==> src/rtl/sr_cmd_seq.sv <==
// -----------------------------------------------------------------------------
// sr_cmd_seq
//
// Command sequencer feeding the 2-bit sr input of an SR flip-flop stage.
// Set/reset/nop commands arrive over a valid/ready handshake and are buffered
// in a small circular FIFO. Each popped command is driven on sr for HOLD
// cycles from a register, followed by GAP idle (2'b00) cycles. A shadow of
// the flip-flop's q level is kept in `level`.
//
// Build option:
//   SR_CMD_ILLEGAL_CHECK_EN  - when defined, an accepted 2'b11 command is
//                              consumed but dropped, and sets sticky `err`.
//                              When undefined, 2'b11 is queued as a nop and
//                              `err` is tied low.
//
// Parameters:
//   DEPTH  FIFO entries (power of two, >= 2)
//   HOLD   cycles each popped code is driven on sr (>= 1)
//   GAP    idle cycles of 2'b00 after each command (>= 0)
//
// Ports:
//   clk       clock, all state changes on posedge
//   rst       asynchronous active-high reset
//   in_cmd    command: 00 nop, 01 reset, 10 set, 11 illegal
//   in_valid  in_cmd valid this cycle
//   in_ready  FIFO can accept (count != DEPTH)
//   sr        registered SR code, only 00/01/10
//   level     expected q of the downstream flip-flop
//   busy      sequencer active or FIFO non-empty
//   count     current FIFO occupancy
//   err       sticky illegal-command flag
// -----------------------------------------------------------------------------
module sr_cmd_seq #(
    parameter int DEPTH = 4,
    parameter int HOLD  = 1,
    parameter int GAP   = 1
) (
    input  logic                     clk,
    input  logic                     rst,
    input  logic [1:0]               in_cmd,
    input  logic                     in_valid,
    output logic                     in_ready,
    output logic [1:0]               sr,
    output logic                     level,
    output logic                     busy,
    output logic [$clog2(DEPTH):0]   count,
    output logic                     err
);

    localparam int AW = $clog2(DEPTH);
    localparam int HW = (HOLD > 1) ? $clog2(HOLD) : 1;
    localparam int GW = (GAP > 1) ? $clog2(GAP) : 1;
    localparam logic [AW:0]   FULL     = (AW + 1)'(DEPTH);
    localparam logic [HW-1:0] HOLD_LD  = HW'(HOLD - 1);
    localparam logic [GW-1:0] GAP_LD   = GW'((GAP > 0) ? (GAP - 1) : 0);

    typedef enum logic [1:0] {
        S_IDLE  = 2'd0,
        S_DRIVE = 2'd1,
        S_GAP   = 2'd2
    } state_t;

    state_t          state;
    logic [1:0]      mem [DEPTH];
    logic [AW-1:0]   wr_ptr;
    logic [AW-1:0]   rd_ptr;
    logic [HW-1:0]   hold_cnt;
    logic [GW-1:0]   gap_cnt;
    logic            first;     // set during the first DRIVE cycle of a command
    logic            push;
    logic            enq;
    logic            pop;
    logic [1:0]      wr_data;
    logic [1:0]      head;

    assign in_ready = (count != FULL);
    assign busy     = (state != S_IDLE) || (count != '0);
    assign push     = in_valid && in_ready;
    assign pop      = (state == S_IDLE) && (count != '0);
    assign head     = mem[rd_ptr];

    // An illegal code is either dropped or stored as a nop, so the FIFO can
    // never hold 2'b11 and sr cannot carry it.
    assign wr_data  = (in_cmd == 2'b11) ? 2'b00 : in_cmd;

    always_comb begin
        enq = push;
`ifdef SR_CMD_ILLEGAL_CHECK_EN
        if (in_cmd == 2'b11) begin
            enq = 1'b0;
        end
`endif
    end

    // FIFO storage carries data only and needs no reset.
    always_ff @(posedge clk) begin
        if (enq) begin
            mem[wr_ptr] <= wr_data;
        end
    end

    always_ff @(posedge clk or posedge rst) begin
        if (rst) begin
            state    <= S_IDLE;
            sr       <= 2'b00;
            level    <= 1'b0;
            count    <= '0;
            wr_ptr   <= '0;
            rd_ptr   <= '0;
            hold_cnt <= '0;
            gap_cnt  <= '0;
            first    <= 1'b0;
        end else begin
            if (enq) begin
                wr_ptr <= wr_ptr + AW'(1);
            end
            if (pop) begin
                rd_ptr <= rd_ptr + AW'(1);
            end
            case ({enq, pop})
                2'b10:   count <= count + (AW + 1)'(1);
                2'b01:   count <= count - (AW + 1)'(1);
                default: count <= count;
            endcase

            case (state)
                S_IDLE: begin
                    sr <= 2'b00;
                    if (pop) begin
                        sr       <= head;
                        hold_cnt <= HOLD_LD;
                        first    <= 1'b1;
                        state    <= S_DRIVE;
                    end
                end
                S_DRIVE: begin
                    // The flip-flop samples the code at the end of the first
                    // drive cycle, so the shadow level follows on that edge.
                    if (first) begin
                        first <= 1'b0;
                        if (sr == 2'b01) begin
                            level <= 1'b0;
                        end else if (sr == 2'b10) begin
                            level <= 1'b1;
                        end
                    end
                    if (hold_cnt == '0) begin
                        sr <= 2'b00;
                        if (GAP == 0) begin
                            state <= S_IDLE;
                        end else begin
                            gap_cnt <= GAP_LD;
                            state   <= S_GAP;
                        end
                    end else begin
                        hold_cnt <= hold_cnt - HW'(1);
                    end
                end
                S_GAP: begin
                    sr <= 2'b00;
                    if (gap_cnt == '0) begin
                        state <= S_IDLE;
                    end else begin
                        gap_cnt <= gap_cnt - GW'(1);
                    end
                end
                default: begin
                    sr    <= 2'b00;
                    state <= S_IDLE;
                end
            endcase
        end
    end

`ifdef SR_CMD_ILLEGAL_CHECK_EN
    always_ff @(posedge clk or posedge rst) begin
        if (rst) begin
            err <= 1'b0;
        end else if (push && (in_cmd == 2'b11)) begin
            err <= 1'b1;
        end
    end
`else
    assign err = 1'b0;
`endif

endmodule
==> config.mk <==
export PLATFORM = sky130hd
export DESIGN_NAME = sr_cmd_seq
export DESIGN_NICKNAME = d
export VERILOG_FILES = /design/src/rtl/sr_cmd_seq.sv
export SDC_FILE = /design/constraint.sdc
export NUM_CORES = 1
export LEC_CHECK = 0
export CORE_ASPECT_RATIO = 1.25
export CORE_MARGIN = 2
export CORE_UTILIZATION = 35
export DETAILED_ROUTE_END_ITERATION = 12
export PLACE_DENSITY_LB_ADDON = 0.1
export SETUP_SLACK_MARGIN = 0.02
export SLEW_MARGIN = 5
export SYNTH_ARGS = -nofsm -noshare
export SYNTH_HDL_FRONTEND = slang
export SYNTH_SLANG_ARGS = --single-unit
==> constraint.sdc <==
create_clock -name clk -period 5.7 [get_ports clk]
set_input_delay 1.14 -clock clk [delete_from_list [all_inputs] [get_ports clk]]
set_output_delay 1.14 -clock clk [all_outputs]
set_load 0.01 [all_outputs]
==> results of run 1 <==
## worst max path at each step
stage,slack (ns),from,depth (start not counted),end
3_5_place_dp,2.74,in_valid,8,count[2]
6_report,2.84,count[0],2,in_ready
5_1_grt,2.76,count[0],2,in_ready
4_1_cts,2.82,count[0],2,in_ready
3_3_place_gp,2.76,in_valid,8,count[2]
2_1_floorplan,3.33,in_valid,7,count[2]
## synth_stat cells (all sizes together)
cell type and n:
dfrtp 13, edfxtp 8, inv 8, and3 6, ha 6, xnor2 5, nand2 3, nor2b 3
mux2 2, mux4 2, nor2 2, o21ai 2, and2 1, buf 1, conb 1, fa 1
nand3 1, nand4bb 1, nor3 1, or3 1, or3b 1, xor2 1
## sequential cells by signal, indices dropped and copies added, names as in the netlist
register and cells:
mem 8, count 3, rd_ptr 2, sr 2, state 2, wr_ptr 2, first 1, level 1
## layer usage
metal  vias to the layer above  wire, um  track usage
met1                       262       601        0.118
met4                         0        15       0.0507
met2                         6       729        0.180
met3                         2        40       0.0287
li1                        265         -            -
met5                         -         0            0
## final cells by class
cell class                 instances  area (um^2)  share of cell area
inverter                           8         30.0              0.0262
timing repair buffer              12          120               0.105
clock buffer                       4         26.3              0.0229
tap                               34         42.5              0.0371
multi-input combinational         40          362               0.316
sequential                        21          566               0.493
## stage by stage
stage	hold WS, ns	area (um^2)	instances	total power, mW
3_5_place_dp	0.447	1120	115	0.551
5_1_grt	0.491	1150	119	0.664
3_3_place_gp	0.450	1120	115	0.547
2_1_floorplan	0.427	965	70	0.454
4_1_cts	0.470	1150	119	0.621
6_report	0.466	1150	119	0.608
## kinds of logic (layout without fill, tap and decap cells)
kind of cell | after synthesis | count (layout) | share of synthesized area
flip-flops | 21 | 21 | 0.586
AND/OR/NAND/NOR | 20 | 20 | 0.134
buffers and inverters | 9 | 24 | 0.0389
adder cells (fa/ha/maj) | 7 | 7 | 0.0986
XOR/XNOR | 6 | 6 | 0.0545
multiplexers | 4 | 4 | 0.0739
AO/OA/AOI/OAI | 2 | 2 | 0.0104
other | 1 | 1 | 0.00389
## power by group through the flow
stage	sequential (mW)	combinational, mW	clock (mW)
after floorplan	0.270	0.184	0
after global placement	0.272	0.275	0
after detailed placement	0.274	0.277	0
after CTS	0.271	0.277	0.0723
after global routing	0.280	0.306	0.0779
final	0.269	0.270	0.0682
==> out/metrics.csv, run 1 <==
metric,value,unit
antenna_found_initial,0,
yosysWarnings,0,
fin_nets,98,
cts_tree,yes,
final_common_cell,dfrtp_1,
postLayoutCoreUtil,0.432,
drt-initial-drc-count,11,
finalCritPeriodShare,0.501,
max_freq,350,MHz
grt_pass1_wl,2.47,mm
yosys.area.top_type,dfrtp_1,
syn-cell-area,965,um^2
crit_type,register to output port,
hold_viol,0,
min_path_cells,1,
setup_viol,0,
wirelength,1.39,mm
pwr-share-comb,0.445,
final_cell_mix,"dfrtp_1, clkdlybuf4s50_1, inv_1, edfxtp_1, ha_1",
synth_top_area_share,0.337,
dp_hpwl,1.11,mm
crit_path_max_incr_delay,0.49,ns
worstRegToRegCells,8,
core,2650,um^2
status,"complete, no violations",
r2r_slack,3.41,ns
min-delay-start,state[1],
p_per_area,530,nW/um^2
drive_gt1_frac,0.165,
crit_chain,or3b_4 -> clkdlybuf4s50_1,
p_leak,0.499,nW
ctsLongestPathBuffers,2,
peakVddDrop,0.000303,V
maxCapViolCount,0,
grt_overflow,0,
worstSkewPairLatency,0.29,ns
antenna_left,0,
synth_seq_cells,21,
cts_htree_levels,1,
dieHeight,62.7,um
layout_setup_ws,2.84,ns
skew,0.00512,ns
n_antenna_cell,0,
r2r-start,count[0],
fillerInstances,269,
die_area,3190,um^2
startpoint_type,register,
min_to,state[1],
ios,14,
cp_data_required_time,4.56,ns
critPathTopFamily,buffers and inverters,
path_clk_slew,0.11,ns
synth_area_leaders,"dfrtp_1, edfxtp_1, ha_1, mux4_2, xnor2_1",
grt.total_usage,0.105,
crit_path_end_kind,output port,
start_util,0.364,
swShare,0.337,
finalWorstPathRequiredPeriod,2.86,ns
cts_setup_buffers,0,
first_global_vias,540,
synth_nets,82,
yosysSeqAreaShare,0.586,
fin_tns_setup,0,ns
die_w,51.0,um
area_growth,18.8,%
crit_fanout,6,
regToRegEndpoint,count[2],
hold_class,register to register,
critPathArrivalTime,1.72,ns
wl_per_cell,11.7,um
critPathBufInv,1,
clock-root-buffer,clkbuf_4,
num_vias,535,
cts_resized,0,
port_buffers,12,
rsz0062_at_grt,false,
slowest_stage,clkdlybuf4s50_1,
cts_buffers,3,
viasPerCell,4.50,
postSynthCellCount,70,
gp_congestion,0.644,
switchingPower,0.205,mW
clkSinkCount,21,
synth_cell_types,24,
seq_power_share,0.442,
p_int,0.403,mW
clkPwrFrac,0.112,
cts_hold_buf,0,
drc,0,
drt_pre_antenna_iters,3,
num_rows,21,
synth.avg_cell_area,13.8,um^2
grt_max_degree,14,
slew_viol_final,0,
pre_cts_ws,2.74,ns
Power figures use the tool's default switching activity.
==> run 2: changes to the inputs <==
==> constraint.sdc (replaced) <==
create_clock -name clk -period 2.36 [get_ports clk]
set_input_delay 0.472 -clock clk [delete_from_list [all_inputs] [get_ports clk]]
set_output_delay 0.472 -clock clk [all_outputs]
set_load 0.01 [all_outputs]
==> run 2 against run 1 <==
Count of clock-buffer cells in the layout unchanged. Cell count rose by 2.5%. Sequential cell count unchanged. Critical path type unchanged. Critical endpoint unchanged. Power up 150%. Highest routed layer unchanged.
==> out/metrics.csv, run 2 (synthesis results as in run 1) <==
metric,value,unit
num_vias,550,
final_cell_mix,"dfrtp_1, clkdlybuf4s50_1, inv_1, edfxtp_1, ha_1",
area_growth,21.1,%
seq_area,566,um^2
clock-root-buffer,clkbuf_4,
wl_per_cell,11.6,um
n_antenna_cell,0,
top_regs,"mem: 8 flops, count: 3 flops",
cts_htree_levels,1,
antenna_found_initial,0,
slew_headroom,0.666,
cts_hold_buf,0,
cts_resized,0,
peakVddDrop,0.000691,V
grt_pass1_wl,2.50,mm
drt_pre_antenna_iters,2,
cts_buffers,3,
crit_path_start,count[1],
drive_gt1_frac,0.193,
clkPwrFrac,0.110,
p_int,1.01,mW
ios,14,
postLayoutCoreUtil,0.440,
dp_hpwl,1.11,mm
rsz0062_at_grt,false,
largest_register_ffs,8,
switchingPower,0.504,mW
antenna_left,0,
skew,0.00996,ns
seq_power_share,0.420,
drc,0,
max_freq,463,MHz
multi_input_area,362,um^2
pre_cts_ws,0.0673,ns
swShare,0.332,
cts_tree,yes,
startpoint_type,register,
r2r-start,count[2],
first_global_vias,583,
crit_type,register to output port,
layout_setup_ws,0.202,ns
critPathArrivalTime,1.69,ns
ctsLongestPathBuffers,2,
setup_viol,0,
port_buffers,12,
final_common_cell,dfrtp_1,
p_leak,0.514,nW
finalCritPeriodShare,0.914,
placed_cell_area,1140,um^2
pwr-share-comb,0.471,
start_util,0.364,
path_clk_slew,0.11,ns
grt_max_degree,14,
hold_class,input port to async pin,
num_rows,21,
die_area,3190,um^2
grt.total_usage,0.105,
grt_overflow,0,
top_register,mem,
cp_data_required_time,1.89,ns
viasPerCell,4.51,
slew_viol_final,0,
design_area,1170,um^2
fin_tns_setup,0,ns
fillerInstances,261,
maxCapViolCount,0,
clkSinkCount,21,
core,2650,um^2
crit_fanout,6,
drt-initial-drc-count,7,
dieHeight,62.7,um
cts_setup_buffers,0,
fin_nets,101,
worst_pin_slew,0.501,ns
crit_path_end_kind,output port,
whs,0.485,ns
worstSkewPairLatency,0.30,ns
p_per_area,1300,nW/um^2
hold_viol,0,
wirelength,1.42,mm
finalWorstPathRequiredPeriod,2.16,ns
r2r_slack,0.23,ns
die_w,51.0,um
status,"complete, no violations",
gp_congestion,0.651,
[run 2: cell types whose count changed in the layout (fill, tap and decap cells not counted), sizes merged]
| cell | before | now |
|---|---|---|
| buf | 0 | 3 |
[run 2: worst max-delay path: stages, from the launching register on]
cell             delay, ns
dfrtp_1               0.46
or3b_4                0.43
clkdlybuf4s50_1       0.49
[run 2: stage by stage]
step | power [mW] | instances
6_report | 1.52 | 122
4_1_cts | 1.55 | 122
3_5_place_dp | 1.38 | 118
2_1_floorplan | 1.10 | 70
5_1_grt | 1.66 | 122
3_3_place_gp | 1.37 | 118
[run 2: layer usage]
layer  up-vias  GRT usage  share of wire
li1        270          -              -
met1       268      0.111           0.41
met2         8      0.187           0.55
met3         4     0.0215          0.027
met4         0     0.0608          0.018
met5         -          0              0
[run 2: final cells by class]
cell class | count | area share
Sequential cell | 21 | 0.484
Multi-Input combinational cell | 40 | 0.309
Timing Repair Buffer | 15 | 0.122
Tap cell | 34 | 0.0364
Inverter | 8 | 0.0257
Clock buffer | 4 | 0.0225
[run 2: power groups by stage]
stage | logic [mW] | registers, mW | clock network (mW)
finish | 0.714 | 0.637 | 0.166
CTS | 0.734 | 0.640 | 0.174
floorplan | 0.443 | 0.653 | 0
global route | 0.818 | 0.657 | 0.189
detailed placement | 0.731 | 0.647 | 0
global placement | 0.727 | 0.646 | 0
[run 2: path summary, 6_finish.rpt]
check	endpoint	depth (start not counted)
worst min-delay path	count[0]	2
worst min register to register	state[1]	1
min in group clk	state[1]	1
worst max register to register	count[2]	8
worst max-delay path	in_ready	2
max in group asynchronous	rd_ptr[1]	2
